<file path="config.mk">
export PLATFORM = sky130hd
export DESIGN_NAME = scheduler_tick_ctrl_flat
export DESIGN_NICKNAME = d
export VERILOG_FILES = /design/src/rtl/scheduler_tick_ctrl_if.sv /design/src/rtl/scheduler_tick_ctrl.sv /design/src/flat_wrapper.sv
export SDC_FILE = /design/constraint.sdc
export NUM_CORES = 1
export LEC_CHECK = 0
export BUFFER_PORTS_ARGS = -buffer_cell sky130_fd_sc_hd__buf_4
export CAP_MARGIN = 0
export CORE_ASPECT_RATIO = 0.5
export CORE_MARGIN = 2
export CORE_UTILIZATION = 40
export DETAILED_ROUTE_END_ITERATION = 8
export PLACE_DENSITY = 0.68
export SETUP_SLACK_MARGIN = 0.05
export SYNTH_ARGS = -nofsm -noshare
export SYNTH_HDL_FRONTEND = slang
export SYNTH_SLANG_ARGS = --single-unit
</file>
<file path="constraint.sdc">
create_clock -name clk -period 8.45 [get_ports clk]
set_clock_uncertainty 0.15 [all_clocks]
set_input_delay 1.69 -clock clk [delete_from_list [all_inputs] [get_ports clk]]
set_output_delay 1.69 -clock clk [all_outputs]
set_load 0.1 [all_outputs]
</file>
<file path="src/rtl/scheduler_tick_ctrl_if.sv">
// Packet-source and scheduler-control signals of scheduler_tick_ctrl.
// The master side drives tick and the packet sources; the slave side is the controller.
interface scheduler_tick_ctrl_if #(
   parameter int unsigned NUM_PORTS = 4,
   parameter int unsigned PKT_W     = 12
);
   logic                       tick;
   logic [NUM_PORTS-1:0]       in_valid;
   logic [NUM_PORTS*PKT_W-1:0] in_packet;
   logic [NUM_PORTS-1:0]       in_ready;
   logic                       sched_wen;
   logic [PKT_W-1:0]           sched_packet;
   logic                       sched_set;
   logic                       sched_clr;
   logic                       sched_clr_avr;
   logic                       sched_clr_spiked;
   logic                       busy;
   logic                       frame_done;
   logic                       tick_overrun;

   modport master (
      output tick, in_valid, in_packet,
      input  in_ready, sched_wen, sched_packet, sched_set, sched_clr, sched_clr_avr,
             sched_clr_spiked, busy, frame_done, tick_overrun
   );

   modport slave (
      input  tick, in_valid, in_packet,
      output in_ready, sched_wen, sched_packet, sched_set, sched_clr, sched_clr_avr,
             sched_clr_spiked, busy, frame_done, tick_overrun
   );
endinterface

</file>
<file path="src/rtl/scheduler_tick_ctrl.sv">
// Axon-scheduler front end: round-robin packet arbitration while idle, and a
// per-tick flush -> set -> hold -> clr (-> frame clear) control sequence.
module scheduler_tick_ctrl #(
   parameter int unsigned NUM_PORTS       = 4,
   parameter int unsigned PKT_W           = 12,
   parameter int unsigned TICKS_PER_FRAME = 16,
   parameter int unsigned FLUSH_CYCLES    = 2,
   parameter int unsigned AXON_HOLD       = 4,
   parameter bit          CLR_SPIKED_TICK = 1'b0
) (
   input logic                 clk,
   input logic                 rst,
   scheduler_tick_ctrl_if.slave bus
);
   localparam int unsigned PtrW   = (NUM_PORTS > 1) ? $clog2(NUM_PORTS) : 1;
   localparam int unsigned FcW    = $clog2(TICKS_PER_FRAME + 1);
   localparam int unsigned MaxCyc = (FLUSH_CYCLES > AXON_HOLD) ? FLUSH_CYCLES : AXON_HOLD;
   localparam int unsigned CntW   = (MaxCyc > 1) ? $clog2(MaxCyc) : 1;

   typedef enum logic [2:0] {StIdle, StFlush, StSet, StHold, StClr, StFrame} state_e;

   state_e            r_state;
   logic [PtrW-1:0]   r_rr;
   logic [FcW-1:0]    r_frame_cnt;
   logic [CntW-1:0]   r_cnt;
   logic              r_wen;
   logic [PKT_W-1:0]  r_packet;
   logic              r_set;
   logic              r_clr;
   logic              r_clr_avr;
   logic              r_clr_spiked;
   logic              r_busy;
   logic              r_frame_done;
   logic              r_overrun;

   logic [NUM_PORTS-1:0] w_grant;
   logic                 w_any;
   logic [PtrW-1:0]      w_gidx;
   logic [PtrW-1:0]      w_cand;
   logic [PKT_W-1:0]     w_pkt;

   // Search starts at the rr pointer; the tick cycle itself never grants.
   always_comb begin
      w_grant = '0;
      w_any   = 1'b0;
      w_gidx  = '0;
      w_cand  = '0;
      w_pkt   = '0;
      if (r_state == StIdle && !bus.tick) begin
         for (int i = 0; i < NUM_PORTS; i++) begin
            w_cand = PtrW'((int'(r_rr) + i) % NUM_PORTS);
            if (!w_any && bus.in_valid[w_cand]) begin
               w_any  = 1'b1;
               w_gidx = w_cand;
            end
         end
      end
      for (int p = 0; p < NUM_PORTS; p++) begin
         if (w_any && w_gidx == PtrW'(p)) begin
            w_grant[p] = 1'b1;
            w_pkt      = bus.in_packet[p*PKT_W +: PKT_W];
         end
      end
   end

   always_ff @(posedge clk) begin
      if (rst) begin
         r_state      <= StIdle;
         r_rr         <= '0;
         r_frame_cnt  <= '0;
         r_cnt        <= '0;
         r_wen        <= 1'b0;
         r_packet     <= '0;
         r_set        <= 1'b0;
         r_clr        <= 1'b0;
         r_clr_avr    <= 1'b0;
         r_clr_spiked <= 1'b0;
         r_busy       <= 1'b0;
         r_frame_done <= 1'b0;
         r_overrun    <= 1'b0;
      end else begin
         r_wen        <= 1'b0;
         r_set        <= 1'b0;
         r_clr        <= 1'b0;
         r_clr_avr    <= 1'b0;
         r_clr_spiked <= 1'b0;
         r_frame_done <= 1'b0;
         if (bus.tick && r_state != StIdle) r_overrun <= 1'b1;
         case (r_state)
            StIdle: begin
               if (bus.tick) begin
                  r_state <= StFlush;
                  r_busy  <= 1'b1;
                  r_cnt   <= CntW'(FLUSH_CYCLES - 1);
               end else if (w_any) begin
                  r_wen    <= 1'b1;
                  r_packet <= w_pkt;
                  r_rr     <= PtrW'((int'(w_gidx) + 1) % NUM_PORTS);
               end
            end
            StFlush: begin
               if (r_cnt == '0) begin
                  r_state <= StSet;
                  r_set   <= 1'b1;
               end else begin
                  r_cnt <= r_cnt - 1'b1;
               end
            end
            StSet: begin
               r_state     <= StHold;
               r_cnt       <= CntW'(AXON_HOLD - 1);
               r_frame_cnt <= r_frame_cnt + 1'b1;
            end
            StHold: begin
               if (r_cnt == '0) begin
                  r_state      <= StClr;
                  r_clr        <= 1'b1;
                  r_clr_spiked <= CLR_SPIKED_TICK;
               end else begin
                  r_cnt <= r_cnt - 1'b1;
               end
            end
            StClr: begin
               if (r_frame_cnt == FcW'(TICKS_PER_FRAME)) begin
                  r_state      <= StFrame;
                  r_clr_avr    <= 1'b1;
                  r_clr_spiked <= 1'b1;
                  r_frame_done <= 1'b1;
               end else begin
                  r_state <= StIdle;
                  r_busy  <= 1'b0;
               end
            end
            StFrame: begin
               r_frame_cnt <= '0;
               r_state     <= StIdle;
               r_busy      <= 1'b0;
            end
            default: begin
               r_state <= StIdle;
               r_busy  <= 1'b0;
            end
         endcase
      end
   end

   assign bus.in_ready         = w_grant;
   assign bus.sched_wen        = r_wen;
   assign bus.sched_packet     = r_packet;
   assign bus.sched_set        = r_set;
   assign bus.sched_clr        = r_clr;
   assign bus.sched_clr_avr    = r_clr_avr;
   assign bus.sched_clr_spiked = r_clr_spiked;
   assign bus.busy             = r_busy;
   assign bus.frame_done       = r_frame_done;
   assign bus.tick_overrun     = r_overrun;
endmodule

</file>
<file path="src/flat_wrapper.sv">
// flat-port wrapper written by rule: the top's interface ports become plain ports
module scheduler_tick_ctrl_flat 
#(
   parameter int unsigned NUM_PORTS       = 4,
   parameter int unsigned PKT_W           = 12,
   parameter int unsigned TICKS_PER_FRAME = 16,
   parameter int unsigned FLUSH_CYCLES    = 2,
   parameter int unsigned AXON_HOLD       = 4,
   parameter bit          CLR_SPIKED_TICK = 1'b0
)
  (clk, rst, bus_tick, bus_in_valid, bus_in_packet, bus_in_ready, bus_sched_wen, bus_sched_packet, bus_sched_set, bus_sched_clr, bus_sched_clr_avr, bus_sched_clr_spiked, bus_busy, bus_frame_done, bus_tick_overrun);
  scheduler_tick_ctrl_if #(.NUM_PORTS(NUM_PORTS), .PKT_W(PKT_W)) bus_i ();
  input logic clk;
  input logic rst;
  input wire logic [$bits(bus_i.tick)-1:0] bus_tick;
  input wire logic [$bits(bus_i.in_valid)-1:0] bus_in_valid;
  input wire logic [$bits(bus_i.in_packet)-1:0] bus_in_packet;
  output wire logic [$bits(bus_i.in_ready)-1:0] bus_in_ready;
  output wire logic [$bits(bus_i.sched_wen)-1:0] bus_sched_wen;
  output wire logic [$bits(bus_i.sched_packet)-1:0] bus_sched_packet;
  output wire logic [$bits(bus_i.sched_set)-1:0] bus_sched_set;
  output wire logic [$bits(bus_i.sched_clr)-1:0] bus_sched_clr;
  output wire logic [$bits(bus_i.sched_clr_avr)-1:0] bus_sched_clr_avr;
  output wire logic [$bits(bus_i.sched_clr_spiked)-1:0] bus_sched_clr_spiked;
  output wire logic [$bits(bus_i.busy)-1:0] bus_busy;
  output wire logic [$bits(bus_i.frame_done)-1:0] bus_frame_done;
  output wire logic [$bits(bus_i.tick_overrun)-1:0] bus_tick_overrun;
  assign bus_i.tick = bus_tick;
  assign bus_i.in_valid = bus_in_valid;
  assign bus_i.in_packet = bus_in_packet;
  assign bus_in_ready = bus_i.in_ready;
  assign bus_sched_wen = bus_i.sched_wen;
  assign bus_sched_packet = bus_i.sched_packet;
  assign bus_sched_set = bus_i.sched_set;
  assign bus_sched_clr = bus_i.sched_clr;
  assign bus_sched_clr_avr = bus_i.sched_clr_avr;
  assign bus_sched_clr_spiked = bus_i.sched_clr_spiked;
  assign bus_busy = bus_i.busy;
  assign bus_frame_done = bus_i.frame_done;
  assign bus_tick_overrun = bus_i.tick_overrun;
  scheduler_tick_ctrl #(.NUM_PORTS(NUM_PORTS), .PKT_W(PKT_W), .TICKS_PER_FRAME(TICKS_PER_FRAME), .FLUSH_CYCLES(FLUSH_CYCLES), .AXON_HOLD(AXON_HOLD), .CLR_SPIKED_TICK(CLR_SPIKED_TICK)) u_core (.clk(clk), .rst(rst), .bus(bus_i));
endmodule
</file>
==> impl_metrics.env <==
export IMPL_grt_antenna_before_repair=0
export IMPL_num_rows=17
export IMPL_die_height_um=53.1
export IMPL_place_inst=354
export IMPL_startpoint="bus_tick"
export IMPL_dieArea_um2=5430
export IMPL_hold_buffers=0
export IMPL_critPathKind="in -> out"
export IMPL_grt_use_total_pct=19.8
export IMPL_max_clock_freq_mhz=175
export IMPL_end_kind="output port"
export IMPL_synthTopCellsByCount="and3_1 (30), dfxtp_1 (30), nand2_1 (22), a21oi_1 (20), nor2_1 (16)"
export IMPL_yosysTopAreaCellShare_pct=31.1
export IMPL_layout_min_cycle_time_ns=5.71
export IMPL_synthMuxAreaShare_pct=0.583
export IMPL_clk_latency_ns=0.27
export IMPL_grt_start_max_net_pins=30
export IMPL_cts_tree="done"
export IMPL_grt_overflow=0
export IMPL_relSlewSlack_pct=46.5
export IMPL_post_cts_setup_buffers=0
export IMPL_crit_family="buffers and inverters"
export IMPL_grt_pass1_wl_um=8210
export IMPL_grt_pass1_vias=1794
export IMPL_cts_sinks=30
export IMPL_antenna_left=0
export IMPL_ys_warn_count=0
export IMPL_hold_ws_ns=0.321
export IMPL_tightest_slew_ns=0.801
export IMPL_port_buffers=78
export IMPL_num_vias=1976
export IMPL_final_period_utilization_pct=67.6
export IMPL_required_ns=6.61
export IMPL_syn_num_nets=287
export IMPL_syn_instance_count=227
export IMPL_status="finished, final reports clean"
export IMPL_clkTransAtPathRegs_ns=0.06
export IMPL_vias_per_cell=5.47
export IMPL_ys_types=42
export IMPL_crit_chain="buf_4 -> nor4_4 -> o41ai_4 -> buf_4 -> nor2_1 -> inv_1 -> ha_1 -> inv_1 -> nor2_1 -> buf_4"
export IMPL_reg2reg_from="u_core.r_state[2]"
export IMPL_crit_arrival_ns=3.87
export IMPL_slew_viol_final=0
export IMPL_netlist_top_cells_area="dfxtp_1 (31%), and3_1 (9.7%), o221ai_2 (8.6%)"
export IMPL_instances_no_fill=361
export IMPL_antenna_cells=0
export IMPL_layout_drive_gt1_share_pct=36.3
export IMPL_placed_area_um2=2500
export IMPL_drt_initial_drc_count=91
export IMPL_setup_tns_ns=0
export IMPL_r2r_cells=9
export IMPL_cts_repair_resized=0
export IMPL_critPathMaxFanout=18
export IMPL_wire_per_inst_um=15.1
export IMPL_syn2layout_area_growth_pct=35.3
export IMPL_rrSetupSlack_ns=5.22
export IMPL_cap_violations=0
export IMPL_netlist_area_um2=1930
export IMPL_yosysSeqAreaShare_pct=31.1
export IMPL_async_flop_share_pct=0
export IMPL_r2r_end="u_core.bus.sched_packet[6]"
export IMPL_drc=0
export IMPL_synth_edf_count=0
export IMPL_path_depth=10
export IMPL_die_w_um=102
export IMPL_core_area_um2=4510
export IMPL_peakVddDrop_mv=0.125
export IMPL_rsz0062_at_grt="no"
export IMPL_start_kind="input port"
export IMPL_critPathCapture="bus_in_ready[2]"
export IMPL_first_pass_iters=4
export IMPL_synth_compound_area_share_pct=30.2
export IMPL_synth_top_cell_by_area="dfxtp_1"
export IMPL_synthXorXnorAreaFrac_pct=0.454
export IMPL_avgSynthCellArea_um2=8.50
export IMPL_hold_viol=0
export IMPL_synth_top_family_by_area="compound AO/OA/AOI/OAI gates"
export IMPL_synth_simple_gate_area_share_pct=27.1
export IMPL_routed_wl_um=5440
export IMPL_power_density_nw_per_um2=215
export IMPL_hpwlAfterDp_um=3930
export IMPL_ys_ff_latch=30
export IMPL_clockBufferDepth=2
export IMPL_critPathBufInv=5
export IMPL_fin_nets=355
export IMPL_leakage_uw=0.00115
export IMPL_synth_ff_type="dfxtp_1"
export IMPL_io_pins=79
export IMPL_synth_adder_area_share_pct=3.24
export IMPL_clock_root_buffer="clkbuf_8"
export IMPL_max_stage_delay_ns=0.40
export IMPL_finalSetupViolCount=0
export IMPL_cts_buffers=5
export IMPL_htreeDepth=2
export IMPL_cpMaxStageDelayCell="nor4_4"
export IMPL_hp_class="reg -> reg"
export IMPL_fin_area_um2=2610
export IMPL_place_gp_congestion=0.819
export IMPL_crit_top_cell="buf_4"
export IMPL_start_util_pct=42.8
[area by class of cell]
| cell class | instances | area (um2) |
|---|---|---|
| fillers | 410 | 1900 |
| well taps | 66 | 82.6 |
| clock buffers | 6 | 82.6 |
| repair buffers | 79 | 593 |
| inverters | 9 | 33.8 |
| multi-input cells | 170 | 1190 |
| flip-flops and latches | 30 | 601 |
| clock inverters | 1 | 30.0 |
[placed cells by master, fill, tap and decap left out, types with 3 or more instances in the layout]
cell and count:
inv_1 9, buf_4 79, nor2_1 16, a21oi_1 20, o21ai_0 6, and3_1 30
o221ai_2 11, nor2b_1 7, nor3_1 4, nand2_1 22, a211oi_1 4, a2111oi_0 3
a32oi_1 11, and2_1 3, nand2b_1 3, clkbuf_8 6, ha_1 5, dfxtp_1 30
[worst min path at each step]
stage | startpoint | to | slack [ns] | cells after the start
floorplan | u_core.r_cnt[1] | u_core.r_cnt[1] | 0.30 | 2
global placement | u_core.bus.tick_overrun | u_core.bus.tick_overrun | 0.31 | 2
detailed placement | u_core.bus.tick_overrun | u_core.bus.tick_overrun | 0.31 | 2
CTS | u_core.bus.tick_overrun | u_core.bus.tick_overrun | 0.33 | 2
global route | u_core.bus.tick_overrun | u_core.bus.tick_overrun | 0.37 | 2
finish | u_core.bus.tick_overrun | u_core.bus.tick_overrun | 0.32 | 2
[state kept, by name, summed over array words and instances (netlist names)]
| name | flops |
|---|---|
| u_core.bus.sched_wen | 1 |
| u_core.bus.busy | 1 |
| u_core.bus.sched_clr_avr | 1 |
| u_core.r_state | 3 |
| u_core.bus.sched_clr | 1 |
| u_core.r_cnt | 2 |
| u_core.r_frame_cnt | 5 |
| u_core.bus.sched_packet | 12 |
| u_core.bus.tick_overrun | 1 |
| u_core.bus.sched_set | 1 |
| u_core.r_rr | 2 |
[where the power goes]
group          internal, uW  leakage [uW]  switching, uW
Clock                  94.3     0.0000573           53.8
Sequential              159      0.000245           17.6
Combinational          75.0      0.000853            162
[layer usage]
metal	global-route usage [%]	wire (um)
met1	24.6	2410
met2	33.2	2540
met3	5.94	445
met4	6.44	43
met5	0	0
[tightest hold or removal path: stages (launching register included)]
cell	delay [ns]
dfxtp_1	0.33
a21oi_1	0.04
nor2_1	0.07
[kinds of logic after synthesis]
kind of cell	after synthesis
simple gates	95
compound gates	68
flops	30
buf+inv	27
fa+ha+maj	5
xor+xnor	1
mux	1
[per-stage QoR]
stage	setup WS, ns	utilization (%)	power [uW]
after floorplan	2.05	-	360
after global placement	2.80	55.4	413
after detailed placement	2.74	55.4	416
after CTS	2.74	57.9	565
after global routing	2.56	57.9	594
final	2.74	57.9	562
Note: power is estimated with default switching activity, not from simulation.
